**config.mk**
```make
export PLATFORM = sky130hd
export DESIGN_NAME = alu_commit_arbiter_flat
export DESIGN_NICKNAME = d
export VERILOG_FILES = /design/src/rtl/alu_commit_arbiter_if.sv /design/src/rtl/alu_commit_arbiter.sv /design/src/flat_wrapper.sv
export SDC_FILE = /design/constraint.sdc
export NUM_CORES = 1
export LEC_CHECK = 0
export ABC_AREA = 1
export BUFFER_PORTS_ARGS = -buffer_cell sky130_fd_sc_hd__buf_2
export CORE_ASPECT_RATIO = 1.25
export CORE_UTILIZATION = 40
export CTS_CLUSTER_SIZE = 20
export DETAILED_ROUTE_END_ITERATION = 12
export GPL_ROUTABILITY_DRIVEN = 0
export PLACE_DENSITY = 0.78
export SLEW_MARGIN = 10
export SYNTH_ARGS = -nofsm -noshare
export SYNTH_HDL_FRONTEND = slang
export SYNTH_SLANG_ARGS = --single-unit
```
**constraint.sdc**
```tcl
create_clock -name clk -period 4.5 [get_ports clk]
set_input_delay 0.9 -clock clk [delete_from_list [all_inputs] [get_ports clk]]
set_output_delay 0.9 -clock clk [all_outputs]
set_load 0.005 [all_outputs]
```
**src/rtl/alu_commit_arbiter_if.sv**
```systemverilog
// Core sizing constants plus the ALU-bank / commit-stage bundle used by alu_commit_arbiter.
// master = arbiter side, slave = ALU bank plus commit stage.
package core_config_pkg;
    localparam int XLEN       = 32;
    localparam int REG_ADDR_W = 5;
endpackage

interface alu_commit_arbiter_if #(
    parameter int N_UNITS    = 6,
    parameter int XLEN       = core_config_pkg::XLEN,
    parameter int REG_ADDR_W = core_config_pkg::REG_ADDR_W
);
    localparam int UNIT_W = $clog2(N_UNITS);

    logic [N_UNITS-1:0]                 unit_req;
    logic [N_UNITS-1:0]                 unit_valid;
    logic [N_UNITS-1:0][XLEN-1:0]       unit_res;
    logic [N_UNITS-1:0][REG_ADDR_W-1:0] unit_rd;
    logic [N_UNITS-1:0]                 unit_error;
    logic [N_UNITS-1:0]                 unit_clear;
    logic                               flush;
    logic                               wb_valid;
    logic [XLEN-1:0]                    wb_data;
    logic [REG_ADDR_W-1:0]              wb_rd;
    logic                               wb_error;
    logic [UNIT_W-1:0]                  wb_unit;
    logic                               wb_ready;

    modport master (
        input  unit_req, unit_valid, unit_res, unit_rd, unit_error, flush, wb_ready,
        output unit_clear, wb_valid, wb_data, wb_rd, wb_error, wb_unit
    );

    modport slave (
        output unit_req, unit_valid, unit_res, unit_rd, unit_error, flush, wb_ready,
        input  unit_clear, wb_valid, wb_data, wb_rd, wb_error, wb_unit
    );
endinterface

```
**src/rtl/alu_commit_arbiter.sv**
```systemverilog
// Round-robin commit arbiter: picks one finished ALU result per load slot, registers it
// for the register-file writeback port and pulses the winner's clear.

module alu_commit_lane #(
    parameter int IDX    = 0,
    parameter int UNIT_W = 3
) (
    input  logic              req,
    input  logic              valid,
    input  logic              grant,
    input  logic [UNIT_W-1:0] win,
    output logic              cand,
    output logic              clear
);
    // req without valid is not a finished result and never competes
    assign cand  = req & valid;
    assign clear = grant && (win == UNIT_W'(IDX));
endmodule

module alu_commit_arbiter #(
    parameter int N_UNITS    = 6,
    parameter int XLEN       = core_config_pkg::XLEN,
    parameter int REG_ADDR_W = core_config_pkg::REG_ADDR_W
) (
    input logic                  clk,
    input logic                  rst,
    alu_commit_arbiter_if.master bus
);
    localparam int UNIT_W = $clog2(N_UNITS);

    typedef enum logic {EMPTY, FULL} state_t;

    typedef struct packed {
        logic [XLEN-1:0]       data;
        logic [REG_ADDR_W-1:0] rd;
        logic                  error;
        logic [UNIT_W-1:0]     unit;
    } wb_entry_t;

    state_t             state_q, state_d;
    wb_entry_t          wb_q;
    logic [UNIT_W-1:0]  last_q;
    logic [UNIT_W-1:0]  win;
    logic [UNIT_W-1:0]  scan_idx;
    logic [N_UNITS-1:0] cand;
    logic               any_cand;
    logic               load;
    logic               grant;

    for (genvar i = 0; i < N_UNITS; i++) begin : g_lane
        alu_commit_lane #(.IDX(i), .UNIT_W(UNIT_W)) u_lane (
            .req   (bus.unit_req[i]),
            .valid (bus.unit_valid[i]),
            .grant (grant),
            .win   (win),
            .cand  (cand[i]),
            .clear (bus.unit_clear[i])
        );
    end

    // Scan from the farthest slot back toward last_q+1 so the nearest candidate wins.
    always_comb begin
        win      = '0;
        any_cand = 1'b0;
        scan_idx = '0;
        for (int k = N_UNITS; k >= 1; k--) begin
            scan_idx = UNIT_W'((int'(last_q) + k) % N_UNITS);
            if (cand[scan_idx]) begin
                win      = scan_idx;
                any_cand = 1'b1;
            end
        end
    end

    // Flush outranks both the consumer and new candidates; reset kills the clear pulse.
    assign load  = !bus.flush && ((state_q == EMPTY) || bus.wb_ready);
    assign grant = !rst && load && any_cand;

    always_comb begin
        state_d = state_q;
        case (state_q)
            EMPTY: if (grant) state_d = FULL;
            FULL: begin
                if (bus.flush)         state_d = EMPTY;
                else if (bus.wb_ready) state_d = grant ? FULL : EMPTY;
            end
            default: state_d = EMPTY;
        endcase
    end

    always_ff @(posedge clk) begin
        if (rst) begin
            state_q <= EMPTY;
            last_q  <= UNIT_W'(N_UNITS - 1);
            wb_q    <= '0;
        end else begin
            state_q <= state_d;
            // Data registers only move on a grant; a drain just drops the valid state.
            if (grant) begin
                wb_q.data  <= bus.unit_res[win];
                wb_q.rd    <= bus.unit_rd[win];
                wb_q.error <= bus.unit_error[win];
                wb_q.unit  <= win;
                last_q     <= win;
            end
        end
    end

    assign bus.wb_valid = (state_q == FULL);
    assign bus.wb_data  = wb_q.data;
    assign bus.wb_rd    = wb_q.rd;
    assign bus.wb_error = wb_q.error;
    assign bus.wb_unit  = wb_q.unit;
endmodule

```
**src/flat_wrapper.sv**
```systemverilog
// flat-port wrapper written by rule: the top's interface ports become plain ports
module alu_commit_arbiter_flat 
#(
    parameter int N_UNITS    = 6,
    parameter int XLEN       = core_config_pkg::XLEN,
    parameter int REG_ADDR_W = core_config_pkg::REG_ADDR_W
)
  (clk, rst, bus_unit_req, bus_unit_valid, bus_unit_res, bus_unit_rd, bus_unit_error, bus_flush, bus_wb_ready, bus_unit_clear, bus_wb_valid, bus_wb_data, bus_wb_rd, bus_wb_error, bus_wb_unit);
  alu_commit_arbiter_if #(.N_UNITS(N_UNITS), .XLEN(XLEN), .REG_ADDR_W(REG_ADDR_W)) bus_i ();
  input logic clk;
  input logic rst;
  input wire logic [$bits(bus_i.unit_req)-1:0] bus_unit_req;
  input wire logic [$bits(bus_i.unit_valid)-1:0] bus_unit_valid;
  input wire logic [$bits(bus_i.unit_res)-1:0] bus_unit_res;
  input wire logic [$bits(bus_i.unit_rd)-1:0] bus_unit_rd;
  input wire logic [$bits(bus_i.unit_error)-1:0] bus_unit_error;
  input wire logic [$bits(bus_i.flush)-1:0] bus_flush;
  input wire logic [$bits(bus_i.wb_ready)-1:0] bus_wb_ready;
  output wire logic [$bits(bus_i.unit_clear)-1:0] bus_unit_clear;
  output wire logic [$bits(bus_i.wb_valid)-1:0] bus_wb_valid;
  output wire logic [$bits(bus_i.wb_data)-1:0] bus_wb_data;
  output wire logic [$bits(bus_i.wb_rd)-1:0] bus_wb_rd;
  output wire logic [$bits(bus_i.wb_error)-1:0] bus_wb_error;
  output wire logic [$bits(bus_i.wb_unit)-1:0] bus_wb_unit;
  assign bus_i.unit_req = bus_unit_req;
  assign bus_i.unit_valid = bus_unit_valid;
  assign bus_i.unit_res = bus_unit_res;
  assign bus_i.unit_rd = bus_unit_rd;
  assign bus_i.unit_error = bus_unit_error;
  assign bus_i.flush = bus_flush;
  assign bus_i.wb_ready = bus_wb_ready;
  assign bus_unit_clear = bus_i.unit_clear;
  assign bus_wb_valid = bus_i.wb_valid;
  assign bus_wb_data = bus_i.wb_data;
  assign bus_wb_rd = bus_i.wb_rd;
  assign bus_wb_error = bus_i.wb_error;
  assign bus_wb_unit = bus_i.wb_unit;
  alu_commit_arbiter #(.N_UNITS(N_UNITS), .XLEN(XLEN), .REG_ADDR_W(REG_ADDR_W)) u_core (.clk(clk), .rst(rst), .bus(bus_i));
endmodule
```
# Yosys cells after proc, flatten, opt, wreduce, memory -nomap -nowiden
# Cells that the tools add are included.
[op_classes]
n_addsub = 6
n_mul = 0
n_div = 6
order_cmp = 7
eq_ne = 5
shift = 0
muxes = 34
bitwise = 7
n_reduce_logical = 13
[ops]
columns = ["cell", "count"]
rows = [
  ["$mod 32x4->32 const B", 6],
  ["$bmux 32 s3", 1],
  ["$mux 32", 1],
  ["$lt 3x4->1 const B", 7],
  ["$bmux 1 s3", 7],
  ["$mux 3", 6],
  ["$mux 1", 16],
  ["$bmux 5 s3", 1],
  ["$add 3x3->4 const B", 3],
  ["$logic_and 1x1->1", 9],
  ["$add 3x2->4 const B", 2],
  ["$and 1x1->1", 6],
  ["$eq 3x2->1 const B", 2],
  ["$eq 3x3->1 const B", 2],
  ["$mux 5", 1],
  ["$add 3x1->4 const B", 1],
  ["$eq 3x1->1 const B", 1],
  ["$logic_not 3->1", 1],
  ["$logic_not 1->1", 2],
  ["$pmux 1 s2", 1],
  ["$logic_or 1x1->1", 1],
  ["$not 1->1", 1],
]
[totals]
register_bits = 45
latch_bits = 0
mem_bits_rw = 0
mem_bits_ro = 0
inputBits = 244
mem_count = 0

# Logic depth before layout (Yosys ltp)
# Gate-level depths: netlist of the first run.
[depth]
ltp_word = 15
ltp_mapped = 30

# Hierarchy
# A second synthesis of the first run with hierarchy kept.
[unflattened]
cells_unflattened = 1024
area_unflattened_um2 = 5237.5
[modules_own_cells]
columns = ["module", "instances", "cells_each", "area_each_um2", "seq_area_each_um2"]
rows = [
  ["alu_commit_arbiter", 1, 983, 5071.1, 880.8],
  ["alu_commit_lane (u_core.g_lane[1].u_lane ...)", 3, 7, 28.8, 0.0],
  ["alu_commit_lane (u_core.g_lane[3].u_lane ...)", 2, 6, 25.0, 0.0],
  ["alu_commit_lane (u_core.g_lane[0].u_lane)", 1, 8, 30.0, 0.0],
]

# Least setup slack after synthesis of the first run
# OpenSTA, ideal clock, no wires.
[synth_timing]
path_type = "reg2out"
start = "register u_core.last_q[0]"
end = "output port bus_unit_clear[3]"
arrival_time_ns = 3.001
required_ns = 3.600
slack_ns = 0.599
path_stages_with_launch = 27
n_path_buf = 3
path_cell_list = "dfxtp_1 inv_2 buf_4 ha_1 inv_1 nand2_1 nand2_1 ha_1 nor2_1 nand2_1 nand2_1 nand2_1 nand2_1 nand2_1 nand2_1 nand3_1 nand2_1 inv_2 nand2_1 nand2_2 nand2_2 nand2_4 nand2_4 clkbuf_1 nand2_1 nor2_1 buf_4"
[synth_via]
elab_chain_len = 12
[synth_rtl]
columns = ["item", "line_no", "rtl"]
rows = [
  ["start: declaration", "alu_commit_arbiter.sv:42", "logic [UNIT_W-1:0] last_q;"],
  ["start signal: assignment", "alu_commit_arbiter.sv:94", "last_q <= UNIT_W'(N_UNITS - 1);"],
  ["start signal: assignment", "alu_commit_arbiter.sv:104", "last_q <= win;"],
  ["$add 3x3->4", "alu_commit_arbiter.sv:67", "scan_idx = UNIT_W'((int'(last_q) + k) % N_UNITS);"],
  ["$mod 32x4->32", "alu_commit_arbiter.sv:67", ""],
  ["$bmux 1 s3", "alu_commit_arbiter.sv:68", "if (cand[scan_idx]) begin"],
  ["$mux 1 (implied by the code)", "alu_commit_arbiter.sv:68", ""],
  ["$mux 3 / $mux 1 (equally long branches) (6 in series)", "alu_commit_arbiter.sv:68", ""],
  ["$eq 3x2->1 / $logic_and 1x1->1 (equally long branches)", "alu_commit_arbiter.sv:17, alu_commit_arbiter.sv:77", ""],
  ["$logic_and 1x1->1 (*)", "alu_commit_arbiter.sv:17", "assign clear = grant && (win == UNIT_W'(IDX));"],
  ["end: declaration", "flat_wrapper.sv:19", "output wire logic [$bits(bus_i.unit_clear)-1:0] bus_unit_clear;"],
]
# Mark *: on every way between the ends. The rest lies on a longest branch, timed or not. The select of a mux whose other input is x is not followed.

# Worst setup path in the final report of the first run
[layout_timing]
start = "register u_core.last_q[1]"
end = "output port bus_unit_clear[1]"
[layout_via]
elab_chain_len = 12
[layout_rtl]
columns = ["item", "line_no"]
rows = [
  ["$add 3x3->4", "alu_commit_arbiter.sv:67"],
  ["$mod 32x4->32", "alu_commit_arbiter.sv:67"],
  ["$bmux 1 s3", "alu_commit_arbiter.sv:68"],
  ["$mux 1 (implied by the code)", "alu_commit_arbiter.sv:68"],
  ["$mux 3 / $mux 1 (equally long branches) (6 in series)", "alu_commit_arbiter.sv:68"],
  ["$eq 3x1->1 / $logic_and 1x1->1 (equally long branches)", "alu_commit_arbiter.sv:17, alu_commit_arbiter.sv:77"],
  ["$logic_and 1x1->1 (*)", "alu_commit_arbiter.sv:17"],
]
# Marks and branches as above.

==> results of run 1 <==
layer usage:
metal  vias to the layer above  routed length (um)  track usage
met4                         0                 688        0.126
met5                         -                   0            0
met3                        60                1210       0.0465
met2                       290                9130        0.473
met1                      3126                7380        0.312
li1                       3655                   -            -
final cells by class:
type	instances	area, um^2
clock buffers	7	153
clock inverters	1	30.0
fillers	1387	5910
inverters	112	423
multi-input cells	772	3520
flip-flops and latches	44	887
well taps	168	210
repair buffers	309	1590
metrics by stage:
step / TNS [ps] / instances / utilization / cell area (um^2) / worst slack [ps]
6_report: 0 / 1413 / 0.536 / 6810 / 297
5_1_grt: -2.55 / 1413 / 0.536 / 6810 / -2.55
4_1_cts: 0 / 1412 / 0.534 / 6790 / 91.1
3_5_place_dp: 0 / 1404 / 0.520 / 6610 / 412
3_3_place_gp: 0 / 1404 / 0.520 / 6610 / 552
2_1_floorplan: 0 / 1007 / - / 5220 / 599
final timing paths:
kind / to / from / cells past startpoint
setup / recovery: bus_unit_clear[1] / u_core.last_q[1]$_SDFFE_PP0P_ / 23
hold / removal: u_core.bus.wb_data[14]$_SDFFE_PP0P_ / u_core.bus.wb_data[14]$_SDFFE_PP0P_ / 2
setup reg to reg: u_core.bus.wb_data[4]$_SDFFE_PP0P_ / u_core.last_q[1]$_SDFFE_PP0P_ / 25
hold reg to reg: u_core.bus.wb_data[14]$_SDFFE_PP0P_ / u_core.bus.wb_data[14]$_SDFFE_PP0P_ / 2
logic make-up (layout without fill, tap and decap cells):
logic type,count (synthesis),after routing
simple gates,698,698
buf+inv,191,429
fa+ha+maj,10,10
compound gates,63,63
flops,44,44
xor+xnor,1,1
sequential cells by signal (all words and copies together), names as in the netlist:
register and count:
u_core.bus.wb_data 32, u_core.bus.wb_error 1, u_core.bus.wb_rd 5, u_core.bus.wb_unit 2, u_core.bus.wb_valid 1, u_core.last_q 3
worst reg2reg max path, delay by kind of cell, from the launching register on:
| family | cells | cell delay [ps] |
|---|---|---|
| buffers and inverters | 4 | 780 |
| DFF | 1 | 390 |
| AOI/OAI and AO/OA | 2 | 330 |
| and+or+nand+nor | 17 | 1640 |
| adders and majority gates | 2 | 500 |
cells in the final DEF (no fill, tap or decap), types with 5 or more instances in the layout:
cell type,n
nand2_1,413
buf_2,291
nand3_1,250
inv_1,101
a21oi_1,42
dfxtp_1,41
buf_4,18
nor2_1,15
inv_2,9
ha_1,9
nand2_2,6
nand4_1,5
clkbuf_16,5
repair_timing:
| item | 4_1_cts | 5_1_grt |
|---|---|---|
| endpoints found under the setup margin | 0 | 6 |
| setup buffers | 0 | 1 |
| gates resized for setup | 0 | 8 |
==> reports/metrics.csv, run 1 <==
metric;value;unit
run status;completed;
post-synthesis simple-gate area fraction;0.575;
max incr delay on CP;390;ps
Mean Syn Cell Area;5.18;um^2
critical path arrival;3300;ps
vias per cell;5.05;
port bufs;291;
Syn Std Cell Area;0.00522;mm^2
clock latency on the worst-skew pair;290;ps
number of synthesized flops with an enable pin;0;
cells after synthesis;1007;
top_reg_cell synth;dfxtp_1;
post-synth net total;1261;
Startpoint Class;flip-flop;
# setup viols final;0;
synthesized-area fraction occupied by ao, oa, aoi and oai cells;0.0693;
max-cap check violation count;0;
largest family of logic cells by synthesized area;simple AND/OR/NAND/NOR gates;
Top delay family on crit path;simple AND/OR/NAND/NOR gates;
antenna diode count;0;
Worst Clk Skew;5.43;ps
Starting DRT DRC Count;337;
share of cells above drive strength 1;0.281;
number of global-route vias before repair;6304;
Synth top area share;0.298;
clk root buf;clkbuf_16;
Final ANT Viol Nets;0;
Synth warnings;0;
WP buf/inv;7;
Worst Setup End Kind;output pin;
Die Span X;104;um
clock buffer depth;2;
achievable clock frequency;0.238;GHz
H-Tree Depth;2;
Placement Rows;46;
CP most frequent cell;nand2_1;
Rel. slew slack;0.529;
Die Ht;130;um
Yosys reg bits;44;
DP HPWL;13.9;mm
critical path's slowest cell;dfxtp_4;
Initial Utilization;0.410;
fin nets;1498;
I/O Pins;292;
Pre-Repair DR Iteration Count;5;
hold slack;461;ps
Num CTS Buffers;5;
die footprint;0.0135;mm^2
synth-to-layout area growth;30.6;%
number of hold violations in the final report;0;
Hold WC Path Type;flip-flop to flip-flop;
Routed WL;18.4;mm
ys async rst share;0;
core area;0.0127;mm^2
All-Layer GR Usage;0.266;
Final min period;4200;ps
clk sinks;44;
Synth Area in XOR/XNOR;0.00312;
critical path peak fanout;19;
largest net degree at the start of global routing;72;
Seq/Total Area, Yosys;0.169;
mux contribution to synthesized area;0;
Distinct cells, synth;34;
TritonCTS clock tree;done;
hold-fix buffer count after cts;0;
Synth area leaders;nand2_1 (30%), nand3_1 (24%), dfxtp_1 (17%);
total gr overflow;0;
most common cell in the netlist;nand2_1;
Worst Tran Pin Value;707;ps
initial antenna violation count;0;
Worst EP required;3600;ps
Setup CP Type;flip-flop to output pin;
period utilization;0.934;
global-route wire length before repair;29.4;mm
reg2reg setup slack;760;ps
Post-synth top cells;nand2_1 (414), nand3_1 (250), inv_1 (101);
worst-path cell chain;inv_1 > ha_1 > a21oi_2 > inv_2 > ha_1 > nor2_1 > nand2_1 > nand2_1 > nand2_1 > nand2_1 > nand2_1 > nand2_1 > nand3_1 > nand2_1 > inv_2 > nand4_1 > and3_2 > clkinv_1 > buf_4 > nor2_2 > inv_1 > nor2_1 > buf_2;
post-synthesis adder-cell area fraction;0.0240;
Clk pin slew, worst setup/hold paths;60;ps
Post-route DRC;0;
Pins Over Slew Limit;0;
total number of vias;7131;
DR WL/cell;13.0;um
leading area contributor after synthesis;nand2_1;
Power of run 1 is left out: the tool's default activity adds up to more than one toggle a clock period on the data nets, which glitch-free logic cannot reach.
==> inputs of run 2 (changes only) <==
- ABC_AREA: 1 -> default
- CORE_AREA: default -> 2 2 112 114
- CORE_ASPECT_RATIO: 1.25 -> default
- CORE_UTILIZATION: 40 -> default
- DIE_AREA: default -> 0 0 114 116
- PLACE_DENSITY: 0.78 -> 0.79
==> reports/metrics.csv, run 2 <==
metric;value;unit;change
Routed WL;16.4;mm;-11%
initial antenna violation count;1;;+1
hold path depth;1;;-1
critical path arrival;3420;ps;+120 ps
Setup CP Type;flip-flop to output pin;;
All-Layer GR Usage;0.235;;-0.0306
period utilization;0.960;;+0.0256
run status;completed;;
max incr delay on CP;400;ps;about the same
leading area contributor after synthesis;mux2i_1;;
Synth warnings;0;;unchanged
clk root buf;clkbuf_16;;
Rel. slew slack;0.436;;-0.0929
max reg flops;32;;unchanged
Post-synth top cells;mux2i_1 (117), a21oi_1 (47), dfxtp_1 (44), nand3b_1 (44), o21a_1 (41);;
Final ANT Viol Nets;0;;unchanged
I/O Pins;292;;unchanged
maximum VDD drop;0.656;mV;
Worst Tran Pin Value;837;ps;+131 ps
reg2reg setup slack;400;ps;-360 ps
core area;0.0119;mm^2;-6.4%
cells on worst reg2reg path;16;;-36%
Placement Rows;40;;-13%
number of synthesized flops with an enable pin;0;;unchanged
WP buf/inv;2;;-5
total gr overflow;0;;unchanged
synth-to-layout area growth;38.7;%;
Pre-Repair DR Iteration Count;5;;unchanged
hold path start;u_core.bus.wb_valid$_SDFF_PP0_;;
most frequent cells in the layout;buf_2 (291), mux2i_1 (116), a21oi_1 (47);;
Starting DRT DRC Count;262;;-22%
critical path peak fanout;8;;-11
port bufs;291;;unchanged
Yosys reg bits;44;;unchanged
total number of vias;5281;;-26%
Final min period;4320;ps;+115 ps
Worst Setup End Kind;output pin;;
largest net degree at the start of global routing;80;;+11%
vias per cell;5.52;;+9.3%
share of cells above drive strength 1;0.451;;+0.169
clock buffer depth;2;;unchanged
number of global-route vias before repair;5011;;-21%
P_leak;3.43;nW;
clk sinks;44;;unchanged
post-route insts no fill;957;;-32%
Die Span X;114;um;+9.4%
fin nets;1063;;-29%
Setup WS pre-CTS;150;ps;-262 ps
worst-path cell chain;ha_1 > inv_1 > o21ai_1 > ha_4 > nor3b_2 > a2bb2oi_2 > mux2i_2 > o31ai_2 > o211ai_1 > a311oi_2 > a311oi_2 > and2_4 > nor2b_1 > buf_2;;
Seq/Total Area, Yosys;0.187;;+0.0180
Synth top area share;0.248;;-0.0495
R2R Path Start;u_core.last_q[0]$_SDFFE_PP1P_;;
Clk pin slew, worst setup/hold paths;70;ps;about the same
cells after synthesis;541;;-46%
Hold WC Path Type;flip-flop to flip-flop;;
slack of the critical path;181;ps;-115 ps
clock latency on the worst-skew pair;290;ps;about the same
R2R Path End;u_core.bus.wb_data[4]$_SDFFE_PP0P_;;
Syn Std Cell Area;0.00472;mm^2;-9.6%
Worst EP required;3600;ps;about the same
top_reg_cell synth;dfxtp_1;;
Die Ht;116;um;-11%
most common cell after layout, fill and taps aside;buf_2;;
Pins Over Slew Limit;0;;unchanged
Top delay family on crit path;compound AO/OA/AOI/OAI gates;;
global-route wire length before repair;24.9;mm;-15%
critical path's slowest cell;dfxtp_4;;
pwr dens;720;mW/mm^2;
achievable clock frequency;0.232;GHz;-2.7%
max-cap check violation count;0;;unchanged
dpl cells;940;;-33%
Startpoint Class;flip-flop;;
Worst Clk Skew;5.97;ps;+0.544 ps
Initial Utilization;0.396;;-0.0143
die footprint;0.0132;mm^2;-2.1%
number of hold violations in the final report;0;;unchanged
# setup viols final;0;;unchanged
DR WL/cell;17.1;um;+31%
end of the worst hold path;u_core.bus.wb_valid$_SDFF_PP0_;;
H-Tree Depth;2;;unchanged
ys async rst share;0;;unchanged
Num CTS Buffers;5;;unchanged
DP HPWL;12.3;mm;-11%
Post-route DRC;0;;unchanged
Synth area leaders;mux2i_1 (25%), dfxtp_1 (19%), a221o_1 (8.1%);;
TritonCTS clock tree;done;;
CP most frequent cell;a311oi_2;;
antenna diode count;0;;unchanged
Mean Syn Cell Area;8.72;um^2;+68%
most common cell in the netlist;mux2i_1;;
post-synth net total;795;;-37%
Distinct cells, synth;64;;+88%
Finished Core Util;0.549;;+0.0136
run 2: stage by stage:
| stage | power (mW) | cell area [um^2] | setup TNS [ps] | hold slack [ps] |
|---|---|---|---|---|
| finish | 4.71 | 6540 | 0 | 481 |
| global route | 5.05 | 6540 | -168 | 492 |
| CTS | 4.59 | 6410 | 0 | 481 |
| detailed placement | 4.06 | 6170 | 0 | 468 |
| global placement | 4.03 | 6170 | 0 | 467 |
| floorplan | 3.53 | 4730 | 0 | 475 |
run 2: kinds of logic after synthesis:
group           after synthesis  share of synthesized area
simple gates                118                      0.152
mux                         117                      0.248
compound gates              176                      0.283
fa+ha+maj                    11                     0.0286
buf+inv                      71                     0.0881
flops                        44                      0.187
xor+xnor                      4                     0.0130
run 2: where the power goes:
group	internal (mW)	total, mW	switching [mW]
clock	0.279	0.447	0.169
combinational	1.61	3.69	2.08
sequential	0.517	0.578	0.0606
total	2.41	4.71	2.31
run 2: cell type report:
cell class,count,area [um^2]
fillers,1101,5370
multi-input cells,426,3570
repair buffers,320,1680
flip-flops and latches,44,887
well taps,147,184
clock buffers,6,139
inverters,12,45.0
clock inverters,2,38.8
run 2: worst max-delay path by stage:
stage                                   from  depth (start not counted)           endpoint
2_1_floorplan  u_core.last_q[0]$_SDFFE_PP1P_                         19  bus_unit_clear[0]
3_3_place_gp   u_core.last_q[1]$_SDFFE_PP0P_                         14  bus_unit_clear[5]
3_5_place_dp   u_core.last_q[1]$_SDFFE_PP0P_                         14  bus_unit_clear[5]
4_1_cts        u_core.last_q[1]$_SDFFE_PP0P_                         14  bus_unit_clear[1]
5_1_grt        u_core.last_q[1]$_SDFFE_PP0P_                         14  bus_unit_clear[5]
6_report       u_core.last_q[1]$_SDFFE_PP0P_                         14  bus_unit_clear[5]
run 2: worst register-to-register path: cells and delay by family, from the launching register on:
family	cells	cell delay, ps
mux	1	320
flops	1	340
compound gates	5	1260
simple gates	3	510
fa+ha+maj	2	510
xor+xnor	1	130
buf+inv	4	950
run 2: what timing repair did:
action / 4_1_cts / 5_1_grt
buffers inserted: 5 / 4
hold buffers: 0 / 0
gates resized for setup: 5 / 20
setup endpoints to repair: 4 / 11
hold endpoints to repair: 0 / 0
pin swaps: 5 / 13
run 2: per-layer routing:
metal | up-vias | part of all wire | track usage
met4 | 0 | 0.030 | 0.0902
met1 | 2425 | 0.39 | 0.272
met3 | 38 | 0.063 | 0.0497
li1 | 2612 | - | -
met2 | 206 | 0.51 | 0.425
met5 | - | 0 | 0
Note: power is estimated with default switching activity, not from simulation.
